[config.mk]
export PLATFORM = sky130hd
export DESIGN_NAME = mdu_iter
export DESIGN_NICKNAME = d
export VERILOG_FILES = /design/src/rtl/mdu_pkg.sv /design/src/rtl/mdu_divstep.sv /design/src/rtl/mdu_iter.sv
export SDC_FILE = /design/constraint.sdc
export NUM_CORES = 1
export LEC_CHECK = 0
export BUFFER_PORTS_ARGS = -buffer_cell sky130_fd_sc_hd__buf_2
export CAP_MARGIN = 20
export CORE_MARGIN = 1.5
export CORE_UTILIZATION = 45
export CTS_BUF_LIST = sky130_fd_sc_hd__clkbuf_16
export DETAILED_ROUTE_END_ITERATION = 10
export MAX_ROUTING_LAYER = met4
export PLACE_DENSITY_LB_ADDON = 0.08
export SLEW_MARGIN = 20
export SYNTH_ARGS = -nofsm -noshare
export SYNTH_HDL_FRONTEND = slang
export SYNTH_SLANG_ARGS = --single-unit
[constraint.sdc]
create_clock -name clk -period 5.55 [get_ports clk]
set_clock_uncertainty 0.15 [all_clocks]
set_input_delay 0 -clock clk [delete_from_list [all_inputs] [get_ports clk]]
set_output_delay 0 -clock clk [all_outputs]
set_load 0.01 [all_outputs]
[src/rtl/mdu_pkg.sv]
// mdu_pkg: shared types and width for the iterative multiply/divide unit
package mdu_pkg;
    localparam int MDU_W = 32;
    typedef enum logic [1:0] {OP_MULT = 2'b00, OP_MULTU = 2'b01, OP_DIV = 2'b10, OP_DIVU = 2'b11} mdu_op_t;
    typedef enum logic [1:0] {IDLE, MUL, DIV, FIX} mdu_state_t;
    function automatic logic op_signed(mdu_op_t o);
        return o == OP_MULT || o == OP_DIV;
    endfunction
endpackage

[src/rtl/mdu_divstep.sv]
// mdu_divstep: one combinational restoring-division step (used only when MDU_DIV_EN is defined)
module mdu_divstep #(
    parameter int W = 32
) (
    input  logic [W-1:0] rem,
    input  logic [W-1:0] quo,
    input  logic [W-1:0] divisor,
    output logic [W-1:0] rem_next,
    output logic [W-1:0] quo_next
);
    logic [W:0] sh, diff;
    always_comb begin
        sh = {rem, quo[W-1]};
        diff = sh - {1'b0, divisor};
        rem_next = diff[W] ? sh[W-1:0] : diff[W-1:0];
        quo_next = {quo[W-2:0], ~diff[W]};
    end
endmodule

[src/rtl/mdu_iter.sv]
// mdu_iter: iterative MULT/MULTU/DIV/DIVU unit holding HI/LO; divider compiled only with MDU_DIV_EN
module mdu_iter
    import mdu_pkg::*;
#(
    parameter int W    = MDU_W,
    parameter int CNTW = 6
) (
    input  logic         clk,
    input  logic         reset,
    input  logic         start,
    input  logic [1:0]   op,
    input  logic [W-1:0] a,
    input  logic [W-1:0] b,
    input  logic [1:0]   mt_we,
    input  logic [W-1:0] wd,
    output logic         busy,
    output logic         done,
    output logic [W-1:0] hi,
    output logic [W-1:0] lo
);
    mdu_state_t state;
    logic [CNTW-1:0] cnt;
    logic [2*W-1:0] acc, mul_next;
    logic [W-1:0] opb, abs_a, abs_b;
    logic [W:0] sum;
    logic sa, sb, is_div, sgn;
    // acc holds product (MUL) or {remainder, quotient} (DIV); opb is multiplicand or divisor
    always_comb begin
        sgn = op_signed(mdu_op_t'(op));
        abs_a = (sgn && a[W-1]) ? -a : a;
        abs_b = (sgn && b[W-1]) ? -b : b;
        sum = {1'b0, acc[2*W-1:W]} + {1'b0, (acc[0] ? opb : {W{1'b0}})};
        mul_next = {sum, acc[W-1:1]};
    end
    assign busy = state != IDLE;
`ifdef MDU_DIV_EN
    logic [W-1:0] dvd, rem_next, quo_next, rem_s, quo_s;
    mdu_divstep #(.W(W)) u_step (
        .rem(acc[2*W-1:W]),
        .quo(acc[W-1:0]),
        .divisor(opb),
        .rem_next(rem_next),
        .quo_next(quo_next)
    );
    assign rem_s = sa ? -acc[2*W-1:W] : acc[2*W-1:W];
    assign quo_s = (sa ^ sb) ? -acc[W-1:0] : acc[W-1:0];
`endif
    always_ff @(posedge clk or posedge reset) begin
        if (reset) begin
            state <= IDLE;
            cnt <= '0;
            acc <= '0;
            opb <= '0;
            sa <= 1'b0;
            sb <= 1'b0;
            is_div <= 1'b0;
            hi <= '0;
            lo <= '0;
            done <= 1'b0;
`ifdef MDU_DIV_EN
            dvd <= '0;
`endif
        end else begin
            done <= 1'b0;
            case (state)
                IDLE: if (start) begin
                    sa <= sgn && a[W-1];
                    sb <= sgn && b[W-1];
                    is_div <= op[1];
                    cnt <= '0;
                    acc <= {{W{1'b0}}, (op[1] ? abs_a : abs_b)};
                    opb <= op[1] ? abs_b : abs_a;
`ifdef MDU_DIV_EN
                    dvd <= a;
                    state <= op[1] ? DIV : MUL;
`else
                    state <= op[1] ? FIX : MUL;
`endif
                end else begin
                    if (mt_we[1]) hi <= wd;
                    if (mt_we[0]) lo <= wd;
                end
                MUL: begin
                    acc <= mul_next;
                    cnt <= cnt + CNTW'(1);
                    if (cnt == CNTW'(W - 1)) state <= FIX;
                end
`ifdef MDU_DIV_EN
                DIV: begin
                    acc <= {rem_next, quo_next};
                    cnt <= cnt + CNTW'(1);
                    if (cnt == CNTW'(W - 1)) state <= FIX;
                end
`endif
                FIX: begin
                    done <= 1'b1;
                    state <= IDLE;
`ifdef MDU_DIV_EN
                    // divide by zero reports the original dividend and an all-ones quotient
                    if (is_div) {hi, lo} <= opb == '0 ? {dvd, {W{1'b1}}} : {rem_s, quo_s};
                    else
`endif
                    if (!is_div) {hi, lo} <= (sa ^ sb) ? -acc : acc;
                end
                default: state <= IDLE;
            endcase
        end
    end
endmodule

==> impl_metrics.env, run 1 <==
export IMPL_final_cell_area_um2=14730
export IMPL_hp_start="a[16]"
export IMPL_syn_inst=1426
export IMPL_synthMuxAreaShare=0.01502
export IMPL_syn_nets=1566
export IMPL_grt_usage=0.3013
export IMPL_reg2reg_depth=12
export IMPL_final_antenna_net_count=0
export IMPL_setup_viol=0
export IMPL_slew_headroom=0.3464
export IMPL_drive_gt1_frac=0.1444
export IMPL_finalHoldViolCount=0
export IMPL_r2r_end="acc[49]"
export IMPL_firstDrtPassIters=7
export IMPL_outcome="complete, no violations"
export IMPL_placed_cell_area_um2=12950
export IMPL_path_class="input port to flop"
export IMPL_core_area_um2=25910
export IMPL_grt_max_degree=74
export IMPL_reg2reg_slack_ns=1.91
export IMPL_synth_warnings=0
export IMPL_grt_pass1_wl_mm=60.44
export IMPL_wirelength_mm=39.74
export IMPL_post_cts_buffers=0
export IMPL_endpoint_kind="flop"
export IMPL_synth_cell_types=64
export IMPL_die_area_um2=27260
export IMPL_cts_root_buf="clkbuf_16"
export IMPL_pin_count=169
export IMPL_yosysSeqAreaShare=0.3639
export IMPL_path_max_fanout=6
export IMPL_die_height_um=165.1
export IMPL_synthArstFlopShare=1.000
export IMPL_min_period_ns=4.211
export IMPL_hpwlAfterDp_mm=29.38
export IMPL_r2r_start="acc[0]"
export IMPL_p_per_area_nw_per_um2=539.1
export IMPL_syn_area_um2=11830
export IMPL_drc=0
export IMPL_period_share=0.7587
export IMPL_cts_tree="done"
export IMPL_synth_top_area_share=0.3639
export IMPL_worstPathRequired_ns=5.73
export IMPL_max_clock_freq_ghz=0.2375
export IMPL_vias_per_cell=5.824
export IMPL_drv_cap=0
export IMPL_peakVddDrop_v=0.0002649
export IMPL_ys_ff_latch=172
export IMPL_synth_edff_count=0
export IMPL_critPathArrivalTime_ns=4.39
export IMPL_cts_buffers=17
export IMPL_htreeDepth=4
export IMPL_final_util=0.5684
export IMPL_drtIter0Drc=1175
export IMPL_synth_compound_area_share=0.2578
export IMPL_wl_per_cell_um=19.76
export IMPL_synth_xor_area_frac=0.1007
export IMPL_p_leak_nw=6.344
export IMPL_antenna_found_initial=0
export IMPL_synthTopCellsByCount="172 x dfrtp_1, 172 x o21ai_0, 164 x nand2_1"
export IMPL_hold_path_class="input port to flop"
export IMPL_initial_core_util=0.4564
export IMPL_post_cts_resized=0
export IMPL_gp_congestion=0.9347
export IMPL_synth_simple_gate_area_share=0.1872
export IMPL_grt_overflow_total=0
export IMPL_fin_setup_tns_ns=0
export IMPL_die_w_um=165.1
export IMPL_slew_violations=0
export IMPL_worstMarginPinSlew_ns=0.9805
export IMPL_port_buffers=168
export IMPL_clockBufferDepth=2
export IMPL_rsz0062_at_grt="false"
export IMPL_synth_adder_area_share=0.03978
export IMPL_synth_top_family_by_area="compound AO/OA/AOI/OAI gates"
export IMPL_hold_depth=5
export IMPL_clkSlewWorstSetupHoldPaths_ns=0.07
export IMPL_yosysTopAreaCell="dfrtp_1"
export IMPL_rows=59
export IMPL_grt_pass1_vias=10770
export IMPL_layout_area_overhead_vs_synth_pct=24.52
export IMPL_clock_sinks=172
export IMPL_critPathLaunchType="input port"
export IMPL_syn_area_per_cell_um2=8.293
export IMPL_min_delay_worst_endpoint="opb[16]"
export IMPL_synth_flop_cell="dfrtp_1"
export IMPL_ys_top_cells_by_area="dfrtp_1 36%, o21ai_0 7.3%, xor2_1 6.8%"
export IMPL_nNetsFinal=1803
export IMPL_num_antenna_cells=0
export IMPL_vias=11710
export IMPL_clk_insertion_delay_late_ns=0.44
worst max path at each step:
stage                          to  depth (start not counted)  startpoint
after global placement    acc[49]                         12      acc[0]
after detailed placement  acc[49]                         12      acc[0]
after floorplan            acc[0]                          1       reset
final                     opb[27]                         11        b[9]
after CTS                 opb[25]                         11        b[7]
after global routing      opb[25]                         11        b[7]
layout make-up:
| cell class | count | area, um^2 |
|---|---|---|
| timing repair buffer | 301 | 2132 |
| tap | 335 | 419.2 |
| clock inverter | 15 | 177.7 |
| multi-input combinational | 1142 | 7153 |
| inverter | 29 | 113.9 |
| clock buffer | 17 | 425.4 |
| fill | 2374 | 11180 |
| sequential | 172 | 4305 |
through the flow:
| stage | std cells | hold WS (ns) | total power, mW | setup WS (ns) |
|---|---|---|---|---|
| final | 2011 | 0.01204 | 7.939 | 1.339 |
| after detailed placement | 1862 | -0.0004959 | 6.509 | 1.561 |
| after floorplan | 1426 | 0.009015 | 5.203 | 0.7399 |
| after CTS | 2011 | 0.001812 | 7.918 | 1.512 |
| after global placement | 1862 | -0.004114 | 6.446 | 1.628 |
| after global routing | 2011 | 0.02973 | 8.592 | 1.201 |
state kept, by name, indices dropped and copies added (netlist names):
signal	cells
done	1
is_div	1
sb	1
opb	32
state	2
cnt	6
lo	32
sa	1
hi	32
acc	64
kinds of logic after synthesis:
kind of cell    Yosys count
fa+ha+maj                37
compound gates          487
simple gates            465
flops                   172
xor+xnor                136
mux                      17
buf+inv                 112
critical path, stage by stage:
cell and delay [ns]:
dlygate4sd3_1 0.54, buf_2 0.14, or4_1 0.59, or3_1 0.38
nor3_1 0.53, nand2_1 0.35, o31ai_1 0.36, xor2_1 0.20
dlygate4sd3_1 0.60, o221ai_1 0.11, dlygate4sd3_1 0.58
per-layer routing:
layer | GRT usage | wire length (um) | vias to the layer above
li1 | - | - | 5673
met1 | 0.4188 | 18620 | 5535
met5 | - | 0 | -
met2 | 0.4369 | 17200 | 448
met3 | 0.03946 | 2322 | 57
met4 | 0.1351 | 1603 | 0
report_power, final:
| group | internal, mW | switching [mW] |
|---|---|---|
| Sequential | 1.87 | 0.772 |
| Clock | 0.645 | 0.585 |
| Combinational | 1.78 | 2.28 |
layout by cell type (no fill, tap or decap), types with 11 or more instances in the layout:
cell	instances
xor2_1	91
inv_1	28
and2_1	37
nand2b_1	12
o21ai_0	172
nand3_1	20
a21oi_1	112
nor3_1	18
o31ai_1	36
clkbuf_16	17
dlygate4sd3_1	117
nor2_1	121
dfrtp_1	171
xnor2_1	44
o41ai_1	13
or4_1	12
buf_2	168
nand2_1	164
a21o_1	15
buf_4	16
mux2i_1	11
a22oi_1	27
o22ai_1	12
or3_1	30
o221ai_1	22
ha_1	36
what timing repair did:
item,in CTS,in global routing
hold buffers,117,0
setup endpoints to repair,0,0
hold endpoints to repair,183,0
No activity file was read; power rests on OpenSTA's default activity.
==> run 2, diff against run 1 <==
==> constraint.sdc (replaced) <==
create_clock -name clk -period 3.4 [get_ports clk]
set_clock_uncertainty 0.15 [all_clocks]
set_input_delay 0 -clock clk [delete_from_list [all_inputs] [get_ports clk]]
set_output_delay 0 -clock clk [all_outputs]
set_load 0.01 [all_outputs]
==> run 2 against run 1 <==
Effect of this change: first-iteration DRC count shrank 0.51%; critical endpoint is now opb[22]; combinational power increased by 72%; non-clock buffer count grew 26; largest cell class unchanged; largest power group unchanged; sequential power is 59% higher.
==> impl_metrics.env, run 2 (synthesized netlist as in run 1, its figures left out) <==
export IMPL_outcome="complete, no violations"
export IMPL_largest_reg_flops=64
export IMPL_cts_tree="done"
export IMPL_rsz0062_at_grt="true"
export IMPL_grt_pass1_wl_mm=61.51
export IMPL_fin_setup_tns_ns=0
export IMPL_setup_viol=0
export IMPL_rows=59
export IMPL_switching_power_mw=6.009
export IMPL_die_area_um2=27260
export IMPL_grt_usage=0.3068
export IMPL_intPower_mw=7.271
export IMPL_antenna_found_initial=1
export IMPL_layout_area_overhead_vs_synth_pct=26.88
export IMPL_hpwlAfterDp_mm=30.69
export IMPL_endpoint_kind="flop"
export IMPL_die_height_um=165.1
export IMPL_gp_congestion=0.9228
export IMPL_worstPathRequired_ns=3.57
export IMPL_firstDrtPassIters=5
export IMPL_die_w_um=165.1
export IMPL_htreeDepth=4
export IMPL_final_antenna_net_count=0
export IMPL_clockBufferDepth=2
export IMPL_period_share=0.9723
export IMPL_clkPwrFrac=0.156
export IMPL_hold_path_class="input port to flop"
export IMPL_finalHoldViolCount=0
export IMPL_drv_cap=0
export IMPL_layout_common_cells="172 x o21ai_0, 171 x dfrtp_1, 168 x buf_2, 163 x nand2_1, 121 x nor2_1"
export IMPL_grt_pass1_vias=10930
export IMPL_num_fill_cells=2410
export IMPL_cts_root_buf="clkbuf_16"
export IMPL_grt_max_degree=73
export IMPL_core_area_um2=25910
export IMPL_drc=0
export IMPL_largest_register="acc"
export IMPL_port_buffers=168
export IMPL_p_per_area_nw_per_um2=885.0
export IMPL_finalNonFillerCells=2037
export IMPL_swShare=0.4525
export IMPL_max_clock_freq_ghz=0.3025
export IMPL_critPathArrivalTime_ns=3.48
export IMPL_clk_insertion_delay_late_ns=0.43
export IMPL_slew_headroom=0.3598
export IMPL_pin_count=169
export IMPL_dp_slack_ns=0.1481
export IMPL_drtIter0Drc=1169
export IMPL_final_common_cell="o21ai_0"
export IMPL_peakVddDrop_v=0.0004319
export IMPL_nNetsFinal=1829
export IMPL_initial_core_util=0.4564
export IMPL_clkSlewWorstSetupHoldPaths_ns=0.07
export IMPL_dp_cells=1890
export IMPL_seqPwrFrac=0.318
export IMPL_clock_sinks=172
export IMPL_layout_setup_ws_ns=0.09410
export IMPL_worstMarginPinSlew_ns=0.9582
export IMPL_p_leak_nw=6.490
export IMPL_vias=11790
export IMPL_min_period_ns=3.306
export IMPL_cts_buffers=17
export IMPL_vias_per_cell=5.786
export IMPL_final_util=0.5791
export IMPL_wirelength_mm=40.42
export IMPL_wl_per_cell_um=19.84
export IMPL_combPwrFrac=0.526
export IMPL_path_class="input port to flop"
export IMPL_path_max_fanout=6
export IMPL_drive_gt1_frac=0.1634
export IMPL_critPathLaunchType="input port"
export IMPL_slew_violations=0
export IMPL_grt_overflow_total=0
run 2: power by group through the flow:
stage | clock network (mW) | registers [mW] | logic (mW)
detailed placement | 0 | 4.23 | 6.64
CTS | 2.10 | 4.19 | 6.92
global route | 2.19 | 4.34 | 7.81
floorplan | 0 | 3.97 | 4.52
finish | 2.07 | 4.22 | 6.99
global placement | 0 | 4.20 | 6.57
run 2: cell type report:
cell class / instances / area [um^2] / share of cell area
multi-input combinational: 1142 / 7199 / 0.4798
sequential: 172 / 4305 / 0.2869
timing repair buffer: 327 / 2357 / 0.1571
clock buffer: 17 / 425.4 / 0.02835
tap: 335 / 419.2 / 0.02793
clock inverter: 14 / 183.9 / 0.01226
inverter: 29 / 112.6 / 0.007504
antenna: 1 / 2.502 / 0.0001668
run 2: critical path, stage by stage:
cell           delay, ns
dlygate4sd3_1       0.54
buf_2               0.14
or3_1               0.42
or3_1               0.40
nand2b_2            0.28
o31ai_2             0.22
xor2_1              0.23
dlygate4sd3_1       0.58
o221ai_1            0.09
dlygate4sd3_1       0.58
run 2: per-stage QoR:
stage	power, mW	hold slack, ns	area [um^2]
final	13.28	0.007449	15010
after global routing	14.34	0.02628	15010
after CTS	13.21	0.0004999	14950
after detailed placement	10.87	0.07942	13200
after global placement	10.77	0.08167	13200
after floorplan	8.494	0.009015	11830
run 2: repair_timing:
| item | in CTS | in global routing |
|---|---|---|
| resized for setup | 0 | 12 |
| hold endpoints to repair | 153 | 0 |
| setup endpoints to repair | 0 | 15 |
| setup buffers | 0 | 1 |
| hold buffers | 114 | 0 |
run 2: path summary, 6_finish.rpt:
check,slack (ns),end,from,cells after the start
max in group asynchronous,2.12,opb[10],reset,4
min reg2reg,0.31,opb[18],opb[18],2
min,0.007,opb[19],a[19],4
min in group asynchronous,0.15,hi[20],reset,3
max reg2reg,0.23,acc[43],acc[0],11
max,0.09,opb[22],b[11],10
run 2: routing by layer:
layer	up-vias	part of all wire	global-route usage
met5	-	0	-
met4	0	0.035	0.1200
met3	61	0.053	0.02972
met2	406	0.44	0.4549
met1	5590	0.47	0.4318
li1	5729	-	-
